## config.mk

```make
export PLATFORM = sky130hd
export DESIGN_NAME = traffic_phase_sequencer_flat
export DESIGN_NICKNAME = d
export VERILOG_FILES = /design/src/rtl/traffic_phase_sequencer_if.sv /design/src/rtl/traffic_phase_sequencer.sv /design/src/flat_wrapper.sv
export SDC_FILE = /design/constraint.sdc
export NUM_CORES = 1
export LEC_CHECK = 0
export BUFFER_PORTS_ARGS = -buffer_cell sky130_fd_sc_hd__buf_2
export CAP_MARGIN = 10
export CORE_MARGIN = 4
export CORE_UTILIZATION = 38
export DETAILED_ROUTE_END_ITERATION = 16
export PLACE_DENSITY = 0.82
export SLEW_MARGIN = 40
export SYNTH_ARGS = -nofsm -noshare
export SYNTH_HDL_FRONTEND = slang
export SYNTH_SLANG_ARGS = --single-unit
```

## constraint.sdc

```tcl
create_clock -name clk -period 1.7 [get_ports clk]
set_input_delay 0.34 -clock clk [delete_from_list [all_inputs] [get_ports clk]]
set_output_delay 0.34 -clock clk [all_outputs]
set_load 0.005 [all_outputs]
```

## src/rtl/traffic_phase_sequencer_if.sv

```systemverilog
// -----------------------------------------------------------------------------
// traffic_phase_sequencer_if
// Operand/result bus between the phase sequencer and the 4-bit ripple adder.
//   elapsed : sequencer -> adder, operand A (registered elapsed-tick count)
//   incr    : sequencer -> adder, operand B (1 on a counted tick, else 0)
//   sum_in  : adder -> sequencer, elapsed + incr with the carry discarded
// Modports: master = sequencer side, slave = adder side.
// -----------------------------------------------------------------------------
interface traffic_phase_sequencer_if;
  logic [3:0] elapsed;
  logic [3:0] incr;
  logic [3:0] sum_in;

  modport master (output elapsed, output incr, input sum_in);
  modport slave  (input elapsed, input incr, output sum_in);
endinterface

```

## src/rtl/traffic_phase_sequencer.sv

```systemverilog
// -----------------------------------------------------------------------------
// traffic_phase_sequencer
// Six-phase NS/EW traffic light controller. It keeps the elapsed-tick count of
// the current phase, hands it to an external adder as operand A and takes the
// adder's sum back as the next count. The phase advances when the phase
// duration expires, or early out of a green once a pedestrian request is
// pending and the minimum green time has been served.
// Ports:
//   clk         system clock, rising edge
//   rst_n       synchronous active-low reset
//   tick        one-cycle time-base strobe
//   hold        freeze counting and phase changes while high
//   ped_req     pedestrian request pulse
//   adder       operand/result bus to the ripple adder (master side)
//   phase       current phase, 0..5
//   ns_*/ew_*   lamp drives decoded from the phase register
//   ped_pending latched, not yet served pedestrian request
//   phase_done  one-cycle pulse the cycle after every phase change
// -----------------------------------------------------------------------------
module traffic_phase_sequencer #(
  parameter int GREEN_T   = 9,
  parameter int YELLOW_T  = 3,
  parameter int ALLRED_T  = 1,
  parameter int MIN_GREEN = 4
) (
  input  logic                       clk,
  input  logic                       rst_n,
  input  logic                       tick,
  input  logic                       hold,
  input  logic                       ped_req,
  traffic_phase_sequencer_if.master  adder,
  output logic [2:0]                 phase,
  output logic                       ns_r,
  output logic                       ns_y,
  output logic                       ns_g,
  output logic                       ew_r,
  output logic                       ew_y,
  output logic                       ew_g,
  output logic                       ped_pending,
  output logic                       phase_done
);

  typedef enum logic [2:0] {
    NS_GREEN  = 3'd0,
    NS_YELLOW = 3'd1,
    ALLRED_A  = 3'd2,
    EW_GREEN  = 3'd3,
    EW_YELLOW = 3'd4,
    ALLRED_B  = 3'd5
  } phase_e;

  // Count value at which the final tick of each phase is sampled.
  localparam logic [3:0] GREEN_LAST  = 4'(GREEN_T - 1);
  localparam logic [3:0] YELLOW_LAST = 4'(YELLOW_T - 1);
  localparam logic [3:0] ALLRED_LAST = 4'(ALLRED_T - 1);
  localparam logic [3:0] MIN_LAST    = 4'(MIN_GREEN - 1);

  phase_e     phase_q, phase_d;
  logic [3:0] elapsed_q, elapsed_d;
  logic       ped_q, ped_d;
  logic       done_q, done_d;

  logic       run;
  logic       is_green;
  logic       early;
  logic       adv;
  logic [3:0] last_tick;

  assign run           = tick & ~hold;
  assign adder.elapsed = elapsed_q;
  assign adder.incr    = run ? 4'd1 : 4'd0;

  always_ff @(posedge clk) begin
    if (!rst_n) begin
      phase_q   <= NS_GREEN;
      elapsed_q <= 4'd0;
      ped_q     <= 1'b0;
      done_q    <= 1'b0;
    end else begin
      phase_q   <= phase_d;
      elapsed_q <= elapsed_d;
      ped_q     <= ped_d;
      done_q    <= done_d;
    end
  end

  always_comb begin
    phase_d   = phase_q;
    elapsed_d = elapsed_q;
    ped_d     = ped_q;
    done_d    = 1'b0;
    last_tick = GREEN_LAST;
    is_green  = 1'b0;

    case (phase_q)
      NS_GREEN, EW_GREEN: begin
        last_tick = GREEN_LAST;
        is_green  = 1'b1;
      end
      NS_YELLOW, EW_YELLOW: last_tick = YELLOW_LAST;
      ALLRED_A, ALLRED_B:   last_tick = ALLRED_LAST;
      default:              last_tick = GREEN_LAST;
    endcase

    // A pending pedestrian request shortens green, but never below MIN_GREEN.
    early = ped_q & is_green & (elapsed_q >= MIN_LAST);
    adv   = run & ((elapsed_q == last_tick) | early);

    if (phase_q > ALLRED_B) begin
      // Encodings 6/7 are unreachable in normal operation; recover cleanly.
      phase_d   = NS_GREEN;
      elapsed_d = 4'd0;
      done_d    = 1'b1;
    end else if (adv) begin
      case (phase_q)
        NS_GREEN:  phase_d = NS_YELLOW;
        NS_YELLOW: phase_d = ALLRED_A;
        ALLRED_A:  phase_d = EW_GREEN;
        EW_GREEN:  phase_d = EW_YELLOW;
        EW_YELLOW: phase_d = ALLRED_B;
        default:   phase_d = NS_GREEN;
      endcase
      elapsed_d = 4'd0;
      done_d    = 1'b1;
    end else if (run) begin
      elapsed_d = adder.sum_in;
    end

    // Entering yellow serves the request; a new request on the same edge wins
    // so that it carries over into the next green.
    if (adv && (phase_d == NS_YELLOW || phase_d == EW_YELLOW)) begin
      ped_d = 1'b0;
    end
    if (ped_req) begin
      ped_d = 1'b1;
    end
  end

  always_comb begin
    ns_r = 1'b0;
    ns_y = 1'b0;
    ns_g = 1'b0;
    ew_r = 1'b0;
    ew_y = 1'b0;
    ew_g = 1'b0;
    case (phase_q)
      NS_GREEN:  begin ns_g = 1'b1; ew_r = 1'b1; end
      NS_YELLOW: begin ns_y = 1'b1; ew_r = 1'b1; end
      ALLRED_A:  begin ns_r = 1'b1; ew_r = 1'b1; end
      EW_GREEN:  begin ns_r = 1'b1; ew_g = 1'b1; end
      EW_YELLOW: begin ns_r = 1'b1; ew_y = 1'b1; end
      default:   begin ns_r = 1'b1; ew_r = 1'b1; end
    endcase
  end

  assign phase       = phase_q;
  assign ped_pending = ped_q;
  assign phase_done  = done_q;

endmodule
```

## src/flat_wrapper.sv

```systemverilog
// flat-port wrapper written by rule: the top's interface ports become plain ports
module traffic_phase_sequencer_flat 
#(
  parameter int GREEN_T   = 9,
  parameter int YELLOW_T  = 3,
  parameter int ALLRED_T  = 1,
  parameter int MIN_GREEN = 4
)
  (clk, rst_n, tick, hold, ped_req, phase, ns_r, ns_y, ns_g, ew_r, ew_y, ew_g, ped_pending, phase_done, adder_elapsed, adder_incr, adder_sum_in);
  traffic_phase_sequencer_if adder_i ();
  input  logic clk;
  input  logic rst_n;
  input  logic tick;
  input  logic hold;
  input  logic ped_req;
  output logic [2:0] phase;
  output logic ns_r;
  output logic ns_y;
  output logic ns_g;
  output logic ew_r;
  output logic ew_y;
  output logic ew_g;
  output logic ped_pending;
  output logic phase_done;
  output wire logic [$bits(adder_i.elapsed)-1:0] adder_elapsed;
  output wire logic [$bits(adder_i.incr)-1:0] adder_incr;
  input wire logic [$bits(adder_i.sum_in)-1:0] adder_sum_in;
  assign adder_elapsed = adder_i.elapsed;
  assign adder_incr = adder_i.incr;
  assign adder_i.sum_in = adder_sum_in;
  traffic_phase_sequencer #(.GREEN_T(GREEN_T), .YELLOW_T(YELLOW_T), .ALLRED_T(ALLRED_T), .MIN_GREEN(MIN_GREEN)) u_core (.clk(clk), .rst_n(rst_n), .tick(tick), .hold(hold), .ped_req(ped_req), .adder(adder_i), .phase(phase), .ns_r(ns_r), .ns_y(ns_y), .ns_g(ns_g), .ew_r(ew_r), .ew_y(ew_y), .ew_g(ew_g), .ped_pending(ped_pending), .phase_done(phase_done));
endmodule
```

==> results.json <==
{
  "status": "completed",
  "cts-root-buf": "clkbuf_4",
  "postCtsSetupBuffers": 0,
  "crit_path_end_kind": "output pin",
  "path_cells": "buf_4 > or2_2 > nor2_2 > buf_2",
  "diodes": 0,
  "core_area_sq_mm": 0.001318,
  "leakagePower_uw": 0.0003364,
  "portBuffers": 24,
  "arrival_ns": 1.29,
  "layout_min_cycle_time_ns": 1.625,
  "dieArea_sq_mm": 0.002102,
  "htree_levels": 1,
  "synth_area_sq_um": 544.3,
  "ys_types": 27,
  "power_density_mw_per_mm2": 646.2,
  "hold_viol": 0,
  "syn_inst": 62,
  "drc": 0,
  "dpl.hpwl_um": 939.6,
  "yosysTopAreaCell": "dfxtp_1",
  "final_cell_mix": "buf_2, nor2_1, dfxtp_1, buf_4",
  "avgSynthCellArea_sq_um": 8.779,
  "critPathLaunchType": "register",
  "synth-main-ff-cell": "dfxtp_1",
  "antenna_found_initial": 0,
  "async_reset_ff_share_pct": 0,
  "rows": 13,
  "track_usage_pct": 12.68,
  "area_growth_pct": 33.10,
  "io_pins": 28,
  "die-width_um": 45.85,
  "chipHeight_um": 45.85,
  "grt_pass1_vias": 480,
  "clk_pin_slew_worst_paths_ns": 0.06,
  "fin_crit_sh_pct": 95.60,
  "first_iter_violations": 7,
  "max-vdd-ir-drop_v": 0.0005513,
  "vias": 496,
  "crit_type": "register to output pin",
  "cts_inserted_buffers": 3,
  "total_power_uw": 468.1,
  "gr-total-overflow": 0,
  "slowest_stage": "dfxtp_1",
  "synth_top_area_share_pct": 33.10,
  "firstDrtPassIters": 3,
  "final_common_cell": "buf_2",
  "drv_cap": 0,
  "final_nets": 101,
  "fin_cells": 106,
  "detail_route.wl_per_cell_um": 10.82,
  "fmax_mhz": 615.3,
  "worstPathMaxFanout": 8,
  "dpl.cell_count": 102,
  "path_buf_inv": 2,
  "hold_path.class": "input pin to register",
  "cts_hold_buf": 0,
  "vias_per_cell": 4.679,
  "tns_ns": 0,
  "synth_area_leaders": "dfxtp_1, nor2_1, mux2i_1, buf_4, a2111oi_4",
  "synth_seq_area_share_pct": 33.10,
  "clockBufferDepth": 2,
  "finalClockSkew_ns": 0.003785,
  "clock_latency_ns": 0.25,
  "crit_required_ns": 1.36,
  "cp_top_family": "simple AND/OR/NAND/NOR gates",
  "slew_viol_final": 0,
  "setup_viol": 0,
  "gp_routability_congestion": 0.7903,
  "post-route-util_pct": 54.99,
  "rsz0062_at_grt": "false",
  "drive_gt1_share_pct": 45.05,
  "synth-seq-cells": 9,
  "routed_wl_um": 1147,
  "grt_first_pass_wirelength_um": 1952,
  "clkSinkCount": 9,
  "ant_nets": 0,
  "synth_edf_count": 0,
  "grt_max_degree": 9,
  "cts_tree": "done",
  "holdWs_ns": 0.3267,
  "start_util_pct": 41.31,
  "critical-path-max-stage-delay_ns": 0.33,
  "ys.warnings.count": 0,
  "cts_resized": 1
}
tightest hold or removal path, cell delays in order:
cell and delay (ns):
buf_2 0.07, mux2i_1 0.05, nor2_1 0.08
metal layers:
layer  wire (um)  GRT usage (%)
met1         483          14.55
met2         596          21.43
met3          57          2.767
met4           9          6.818
met5           0              0
synth_stat cells, types with 2 or more instances:
library cell	instances
mux2i_1	4
nand2_1	4
o21ai_0	3
dfxtp_1	9
inv_1	2
or3_1	2
nor2_1	12
buf_2	2
buf_4	4
xnor2_1	3
cell type report:
cell class	instances	area, sq um
Sequential cell	9	185.2
Clock buffer	4	26.28
Inverter	2	7.507
Tap cell	15	18.77
Multi-Input combinational cell	46	321.6
Fill cell	118	593.1
Timing Repair Buffer	30	165.2
metrics by stage:
stage | instance area [sq um] | worst slack (ns)
floorplan | 558.0 | 0.02429
global placement | 690.7 | 0.1006
detailed placement | 690.7 | 0.05681
CTS | 718.2 | 0.03685
global route | 724.4 | 0.003594
finish | 724.4 | 0.07480
cell families (layout without fill, tap and decap cells):
kind of cell | Yosys count | in the layout | synth area share [%]
compound gates | 10 | 10 | 19.54
other cells | 1 | 3 | 0.6890
buf+inv | 9 | 36 | 10.81
simple gates | 25 | 25 | 22.07
mux | 4 | 4 | 7.357
flops | 9 | 9 | 33.10
xor+xnor | 4 | 4 | 6.438
path summary, 6_finish.rpt:
kind	start	to	slack [ns]	depth (start not counted)
max reg2reg	u_core.phase[1]	u_core.ped_pending	0.12	5
min	adder_sum_in[0]	u_core.adder.elapsed[0]	0.33	3
min reg2reg	u_core.ped_pending	u_core.ped_pending	0.54	2
max	u_core.phase[2]	ns_y	0.07	4
registers in the layout, summed over array words and instances (netlist names):
name and flops:
u_core.ped_pending 1, u_core.phase_done 1, u_core.phase 3, u_core.adder.elapsed 4
report_power, final:
| part | internal [uW] | switching (uW) |
|---|---|---|
| Combinational | 39.5 | 37.8 |
| Clock | 90.3 | 72.9 |
| Sequential | 219 | 8.88 |
| Total | 349 | 120 |
Note: power is estimated with default switching activity, not from simulation.
